### src/rtl/tc_pkg.sv
// Shared types and constants for the test-case stream reader.
package tc_pkg;

  localparam int NUM_CLASSES     = 10;
  localparam int VEC_LEN_DEFAULT = 401;

  typedef enum logic [2:0] {
    IDLE,
    LOAD,
    SETTLE,
    FETCH,
    STREAM,
    WAIT_RES,
    CHECK,
    DONE
  } tc_state_t;

endpackage

### src/rtl/tc_stream_reader_if.sv
// Element stream to the inference engine plus its classification return path.
interface tc_stream_reader_if #(
  parameter int DATA_WIDTH  = 8,
  parameter int CLASS_WIDTH = 4
);

  logic                         px_valid;
  logic signed [DATA_WIDTH-1:0] px_data;
  logic                         px_last;
  logic                         px_ready;
  logic                         res_valid;
  logic [CLASS_WIDTH-1:0]       res_class;

  modport master (
    output px_valid, px_data, px_last,
    input  px_ready, res_valid, res_class
  );

  modport slave (
    input  px_valid, px_data, px_last,
    output px_ready, res_valid, res_class
  );

endinterface

### src/rtl/tc_scoreboard.sv
// Label compare, saturating pass/fail/total counters and the sticky protocol-error flag.
module tc_scoreboard
  import tc_pkg::*;
#(
  parameter int CLASS_WIDTH = 4,
  parameter int CNT_WIDTH   = 32
) (
  input  logic                   clk,
  input  logic                   rst,
  input  logic                   clear,
  input  logic                   check,
  input  logic                   stray,
  input  logic [31:0]            exp_y,
  input  logic [CLASS_WIDTH-1:0] res_class,
  output logic [CNT_WIDTH-1:0]   tc_count,
  output logic [CNT_WIDTH-1:0]   pass_count,
  output logic [CNT_WIDTH-1:0]   fail_count,
  output logic                   proto_err
);

  logic match;

  // Labels outside the class range can never match, whatever the low bits say.
  assign match = (exp_y < 32'(NUM_CLASSES)) && (res_class == exp_y[CLASS_WIDTH-1:0]);

  always_ff @(posedge clk) begin
    if (rst || clear) begin
      tc_count   <= '0;
      pass_count <= '0;
      fail_count <= '0;
      proto_err  <= 1'b0;
    end else begin
      if (check) begin
        if (match) begin
          if (~&pass_count) pass_count <= pass_count + CNT_WIDTH'(1);
        end else begin
          if (~&fail_count) fail_count <= fail_count + CNT_WIDTH'(1);
        end
        if (~&tc_count) tc_count <= tc_count + CNT_WIDTH'(1);
      end
      if (stray) proto_err <= 1'b1;
    end
  end

endmodule

### src/rtl/tc_stream_reader.sv
// Initiator-side reader: loads each test case, streams its elements to the engine
// and scores the returned classification.
module tc_stream_reader
  import tc_pkg::*;
#(
  parameter int ADDR_WIDTH     = 16,
  parameter int DATA_WIDTH     = 8,
  parameter int VEC_LEN        = VEC_LEN_DEFAULT,
  parameter int TEST_CASES_NUM = 5000,
  parameter int CLASS_WIDTH    = 4,
  parameter int CNT_WIDTH      = 32
) (
  input  logic                         clk,
  input  logic                         rst,
  input  logic                         start,
  output logic                         next_tc,
  output logic [ADDR_WIDTH-1:0]        mem_addr,
  input  logic signed [DATA_WIDTH-1:0] mem_data,
  input  logic [31:0]                  exp_y,
  tc_stream_reader_if.master           eng,
  output logic                         busy,
  output logic                         done,
  output logic [CNT_WIDTH-1:0]         tc_count,
  output logic [CNT_WIDTH-1:0]         pass_count,
  output logic [CNT_WIDTH-1:0]         fail_count,
  output logic                         proto_err
);

  if ((VEC_LEN < 1) || (VEC_LEN > (1 << ADDR_WIDTH))) begin : g_bad_vec_len
    $error("VEC_LEN does not fit in the ADDR_WIDTH address space");
  end

  localparam logic [ADDR_WIDTH-1:0] LAST_IDX = ADDR_WIDTH'(VEC_LEN - 1);
  localparam logic [CNT_WIDTH-1:0]  LAST_TC  = CNT_WIDTH'(TEST_CASES_NUM - 1);

  tc_state_t              state;
  tc_state_t              state_nx;
  logic [ADDR_WIDTH-1:0]  idx;
  logic [CLASS_WIDTH-1:0] res_q;
  logic                   handshake;
  logic                   run_start;
  logic                   check_stb;
  logic                   stray;

  assign handshake = eng.px_valid && eng.px_ready;
  assign run_start = start && ((state == IDLE) || (state == DONE));
  assign stray     = eng.res_valid && (state != WAIT_RES);

  // NOTE: state flops use non-blocking assignment so every reader sees the pre-edge value.
  always_ff @(posedge clk) begin
    if (rst) state <= IDLE;
    else     state <= state_nx;
  end

  // NOTE: the default assignment first keeps this combinational block latch-free.
  always_comb begin
    state_nx = state;
    unique case (state)
      IDLE, DONE: if (start) state_nx = LOAD;
      LOAD:       state_nx = SETTLE;
      SETTLE:     state_nx = FETCH;
      FETCH:      state_nx = STREAM;
      STREAM:     if (handshake) state_nx = eng.px_last ? WAIT_RES : FETCH;
      WAIT_RES:   if (eng.res_valid) state_nx = CHECK;
      CHECK:      state_nx = (tc_count == LAST_TC) ? DONE : LOAD;
      default:    state_nx = IDLE;
    endcase
  end

  // Moore outputs decoded straight from the state flops, so they change only at clock edges.
  always_comb begin
    next_tc   = (state == LOAD);
    busy      = (state != IDLE) && (state != DONE);
    done      = (state == DONE);
    check_stb = (state == CHECK);
    mem_addr  = idx;
  end

  always_ff @(posedge clk) begin
    if (rst) begin
      idx          <= '0;
      eng.px_valid <= 1'b0;
      eng.px_data  <= '0;
      eng.px_last  <= 1'b0;
      res_q        <= '0;
    end else begin
      unique case (state)
        IDLE, DONE: if (start) idx <= '0;
        FETCH: begin
          eng.px_data  <= mem_data;
          eng.px_valid <= 1'b1;
          eng.px_last  <= (idx == LAST_IDX);
        end
        STREAM: if (handshake) begin
          eng.px_valid <= 1'b0;
          if (!eng.px_last) idx <= idx + ADDR_WIDTH'(1);
        end
        WAIT_RES: if (eng.res_valid) res_q <= eng.res_class;
        CHECK:    idx <= '0;
        default: ;
      endcase
    end
  end

  tc_scoreboard #(
    .CLASS_WIDTH (CLASS_WIDTH),
    .CNT_WIDTH   (CNT_WIDTH)
  ) u_scoreboard (
    .clk        (clk),
    .rst        (rst),
    .clear      (run_start),
    .check      (check_stb),
    .stray      (stray),
    .exp_y      (exp_y),
    .res_class  (res_q),
    .tc_count   (tc_count),
    .pass_count (pass_count),
    .fail_count (fail_count),
    .proto_err  (proto_err)
  );

endmodule

### src/flat_wrapper.sv
// flat-port wrapper written by rule: the top's interface ports become plain ports
module tc_stream_reader_flat import tc_pkg::*;
#(
  parameter int ADDR_WIDTH     = 16,
  parameter int DATA_WIDTH     = 8,
  parameter int VEC_LEN        = VEC_LEN_DEFAULT,
  parameter int TEST_CASES_NUM = 5000,
  parameter int CLASS_WIDTH    = 4,
  parameter int CNT_WIDTH      = 32
)
  (clk, rst, start, next_tc, mem_addr, mem_data, exp_y, busy, done, tc_count, pass_count, fail_count, proto_err, eng_px_valid, eng_px_data, eng_px_last, eng_px_ready, eng_res_valid, eng_res_class);
  tc_stream_reader_if #(.DATA_WIDTH(DATA_WIDTH), .CLASS_WIDTH(CLASS_WIDTH)) eng_i ();
  input  logic clk;
  input  logic rst;
  input  logic start;
  output logic next_tc;
  output logic [ADDR_WIDTH-1:0] mem_addr;
  input  logic signed [DATA_WIDTH-1:0] mem_data;
  input  logic [31:0] exp_y;
  output logic busy;
  output logic done;
  output logic [CNT_WIDTH-1:0] tc_count;
  output logic [CNT_WIDTH-1:0] pass_count;
  output logic [CNT_WIDTH-1:0] fail_count;
  output logic proto_err;
  output wire logic [$bits(eng_i.px_valid)-1:0] eng_px_valid;
  output wire logic [$bits(eng_i.px_data)-1:0] eng_px_data;
  output wire logic [$bits(eng_i.px_last)-1:0] eng_px_last;
  input wire logic [$bits(eng_i.px_ready)-1:0] eng_px_ready;
  input wire logic [$bits(eng_i.res_valid)-1:0] eng_res_valid;
  input wire logic [$bits(eng_i.res_class)-1:0] eng_res_class;
  assign eng_px_valid = eng_i.px_valid;
  assign eng_px_data = eng_i.px_data;
  assign eng_px_last = eng_i.px_last;
  assign eng_i.px_ready = eng_px_ready;
  assign eng_i.res_valid = eng_res_valid;
  assign eng_i.res_class = eng_res_class;
  tc_stream_reader #(.ADDR_WIDTH(ADDR_WIDTH), .DATA_WIDTH(DATA_WIDTH), .VEC_LEN(VEC_LEN), .TEST_CASES_NUM(TEST_CASES_NUM), .CLASS_WIDTH(CLASS_WIDTH), .CNT_WIDTH(CNT_WIDTH)) u_core (.clk(clk), .rst(rst), .start(start), .next_tc(next_tc), .mem_addr(mem_addr), .mem_data(mem_data), .exp_y(exp_y), .eng(eng_i), .busy(busy), .done(done), .tc_count(tc_count), .pass_count(pass_count), .fail_count(fail_count), .proto_err(proto_err));
endmodule
### config.mk
export PLATFORM = sky130hd
export DESIGN_NAME = tc_stream_reader_flat
export DESIGN_NICKNAME = d
export VERILOG_FILES = /design/src/rtl/tc_pkg.sv /design/src/rtl/tc_stream_reader_if.sv /design/src/rtl/tc_scoreboard.sv /design/src/rtl/tc_stream_reader.sv /design/src/flat_wrapper.sv
export SDC_FILE = /design/constraint.sdc
export NUM_CORES = 1
export LEC_CHECK = 0
export CAP_MARGIN = 20
export CORE_MARGIN = 4
export CORE_UTILIZATION = 49
export CTS_CLUSTER_DIAMETER = 120
export CTS_CLUSTER_SIZE = 40
export DETAILED_ROUTE_END_ITERATION = 10
export PLACE_DENSITY = 0.78
export SYNTH_ARGS = -nofsm -noshare
export SYNTH_HDL_FRONTEND = slang
export SYNTH_SLANG_ARGS = --single-unit
export TNS_END_PERCENT = 30
### constraint.sdc
create_clock -name clk -period 3 [get_ports clk]
set_input_delay 0.3 -clock clk [delete_from_list [all_inputs] [get_ports clk]]
set_output_delay 0.3 -clock clk [all_outputs]
set_load 0.05 [all_outputs]
==> results.cfg <==
[status]
status = complete, no violations

[timing]
slew_headroom = 0.361
tightest_slew_ps = 949
max_freq_mhz = 364
drv_slew = 0
period_minus_slack_ps = 2750
setup_viol = 0
rsz0062_at_grt = false
clock_skew_ps = 7.37
tns_ps = 0
hold_viol = 0
min_period_over_period = 0.915

[worst_hold_path]
hold_class = input pin to flop

[place]
placed_area_sq_mm = 0.00846
dp_hpwl_um = 12400
port_buffers = 174
gp_congestion = 0.844

[final_layout]
final_util = 0.708
layout_commonest_cell = clkdlybuf4s50_1
n_fill_cell = 1034
multi_input_area_sq_mm = 0.00368
fin_nets = 1023
final_cell_mix = clkdlybuf4s50_1 (174), dfxtp_1 (130), nor2_1 (113)
stdcell_area_sq_mm = 0.00904
register_area_sq_mm = 0.00260
n_antenna_cell = 0
drive_above_1_share = 0.0683
syn_to_final_growth_pct = 39.8

[clocking]
clk_pin_slew_ps = 60
cts_resized = 0
clockBufferDepth = 2
cts_root_buf = clkbuf_16
clock_latency_ps = 410
post_cts_buffers = 0
cts_tree = yes
cts_buffers = 17
htreeDepth = 4
hold_buffers = 0
numClockSinks = 130

[worst_setup_path]
cp.buffers_inverters = 3
critical_path_required_ps = 2700
slowest_stage = clkdlybuf4s50_1
critPathKind = flop to output pin
critPathMaxFanout = 11
crit_family = buffers and inverters
critical_path.cell_chain = buf_4, nor3_1, or2_2, inv_1, clkdlybuf4s50_1
max_stage_delay_ps = 810
start_kind = flop
arrival_ps = 2450
endpoint_kind = output pin

[synth]
syn_avg_cell_area_sq_um = 8.17
synth-edff-count = 0
ys_seq_area_frac = 0.402
yosysWarnings = 0
synth_ff_type = dfxtp_1
ys_ff_latch = 130
yosys.area.top_type = dfxtp_1
yosysTopAreaCellShare = 0.402
yosysUniqueCellTypes = 50
syn-instance-count = 792
synthArstFlopShare = 0
synth_area_leaders = dfxtp_1 (40%), nor2_1 (6.6%), xor2_1 (6.1%)
syn_nets = 846
syn_area_sq_mm = 0.00647

[global_routing]
overflow = 0
antenna_found_initial = 0
groute.usage.overall = 0.230
grt_max_degree = 45
grt_pass1_vias = 6025
grt_pass1_wl_um = 28100

[routing]
viasPerCell = 5.60
num_vias = 6455
wl_per_cell_um = 15.0
ant_nets = 0
drt_iter0_markers = 395
dr.pass1.iters = 7
route.detailed.drc = 0
wl_um = 17300

[power_and_ir_drop]
leakage_nw = 3.15
seqPwrFrac = 0.424
pwr-share-comb = 0.087
swShare = 0.237
switchingPower_mw = 0.986
clockPowerShare = 0.490
cell_internal_pwr_mw = 3.17
max-vdd-ir-drop_mv = 0.305
p_per_area_mw_per_mm2 = 459

[die]
ios = 175
rows = 41
die_w_um = 123
die_height_um = 123
dieArea_sq_mm = 0.0151
initial_core_util = 0.506
coreArea_sq_mm = 0.0128

[flow_run]
drv_cap = 0
## worst register-to-register path, cell delays in order, from the launching register on
cell and delay [ps]:
dfxtp_1 460, nand4_1 150, nor3_1 510, o2111ai_1 240
nor4_1 760, a31oi_1 170, a41o_1 230
## synthesized netlist by cell type (all sizes together) (9+ instances only)
cell type and number:
a21oi 43, a31oi 10, and2 11, and3 28, and4 16, clkbuf 36
dfxtp 130, inv 10, mux2i 9, nand2 69, nand3 45, nand4 45
nor2 113, nor3 20, nor4 20, o21ai 17, or3 15, xnor2 33
xor2 45
## per-layer routing
layer	share of wire	routed length [um]	vias to the layer above	global-route usage
met5	0	0	-	0
met4	0.021	367	0	0.0917
met3	0.086	1500	31	0.0755
met2	0.45	7860	223	0.368
met1	0.44	7630	2989	0.286
li1	-	-	3212	-
## worst paths after layout
| check | from | endpoint | slack (ps) | cells past startpoint |
|---|---|---|---|---|
| worst max-delay path | u_core.state[1]$_SDFFE_PP0P_ | busy | 250 | 5 |
| worst min-delay path | mem_data[6] | u_core.eng.px_data[6]$_SDFFE_PP0P_ | 440 | 3 |
| worst max register to register | u_core.u_scoreboard.fail_count[3]$_SDFFE_PP0P_ | u_core.u_scoreboard.fail_count[31]$_SDFFE_PP0P_ | 370 | 6 |
| worst min register to register | u_core.eng.px_data[4]$_SDFFE_PP0P_ | u_core.eng.px_data[4]$_SDFFE_PP0P_ | 450 | 2 |
## cell type report
type,count,share of cell area
clock buffer,21,0.0520
clock inverter,10,0.0120
inverter,10,0.00415
multi-input combinational,613,0.407
sequential,130,0.288
tap,172,0.0238
timing repair buffer,197,0.213
## through the flow
stage	total power [mW]	hold slack, ps	std cells	worst slack (ps)
detailed placement	2.16	447	1121	233
global route	4.29	445	1153	17.8
finish	4.15	435	1153	254
CTS	4.17	426	1152	241
global placement	2.15	442	1121	268
floorplan	2.01	436	792	377
## power by group through the flow
stage | Clock (mW) | Sequential (mW) | Combinational [mW]
floorplan | 0 | 1.81 | 0.196
global placement | 0 | 1.80 | 0.358
detailed placement | 0 | 1.80 | 0.360
CTS | 2.05 | 1.76 | 0.362
global route | 2.13 | 1.76 | 0.391
finish | 2.03 | 1.76 | 0.359
## registers in the layout (all words and copies together), names as in the netlist
signal                          count
u_core.u_scoreboard.fail_count     32
u_core.u_scoreboard.pass_count     32
u_core.u_scoreboard.tc_count       32
u_core.mem_addr                    16
u_core.eng.px_data                  8
u_core.res_q                        4
u_core.state                        3
u_core.eng.px_last                  1
u_core.eng.px_valid                 1
u_core.u_scoreboard.proto_err       1
## cell families (layout without fill, tap and decap cells)
logic type      after synthesis  count (layout)  share of synthesized area
buf+inv                      49             238                     0.0290
flops                       130             130                      0.402
xor+xnor                     78              78                      0.106
fa+ha+maj                     5               5                    0.00967
compound gates              103             103                      0.103
simple gates                417             417                      0.335
mux                          10              10                     0.0157
Note: power is estimated with default switching activity, not from simulation.
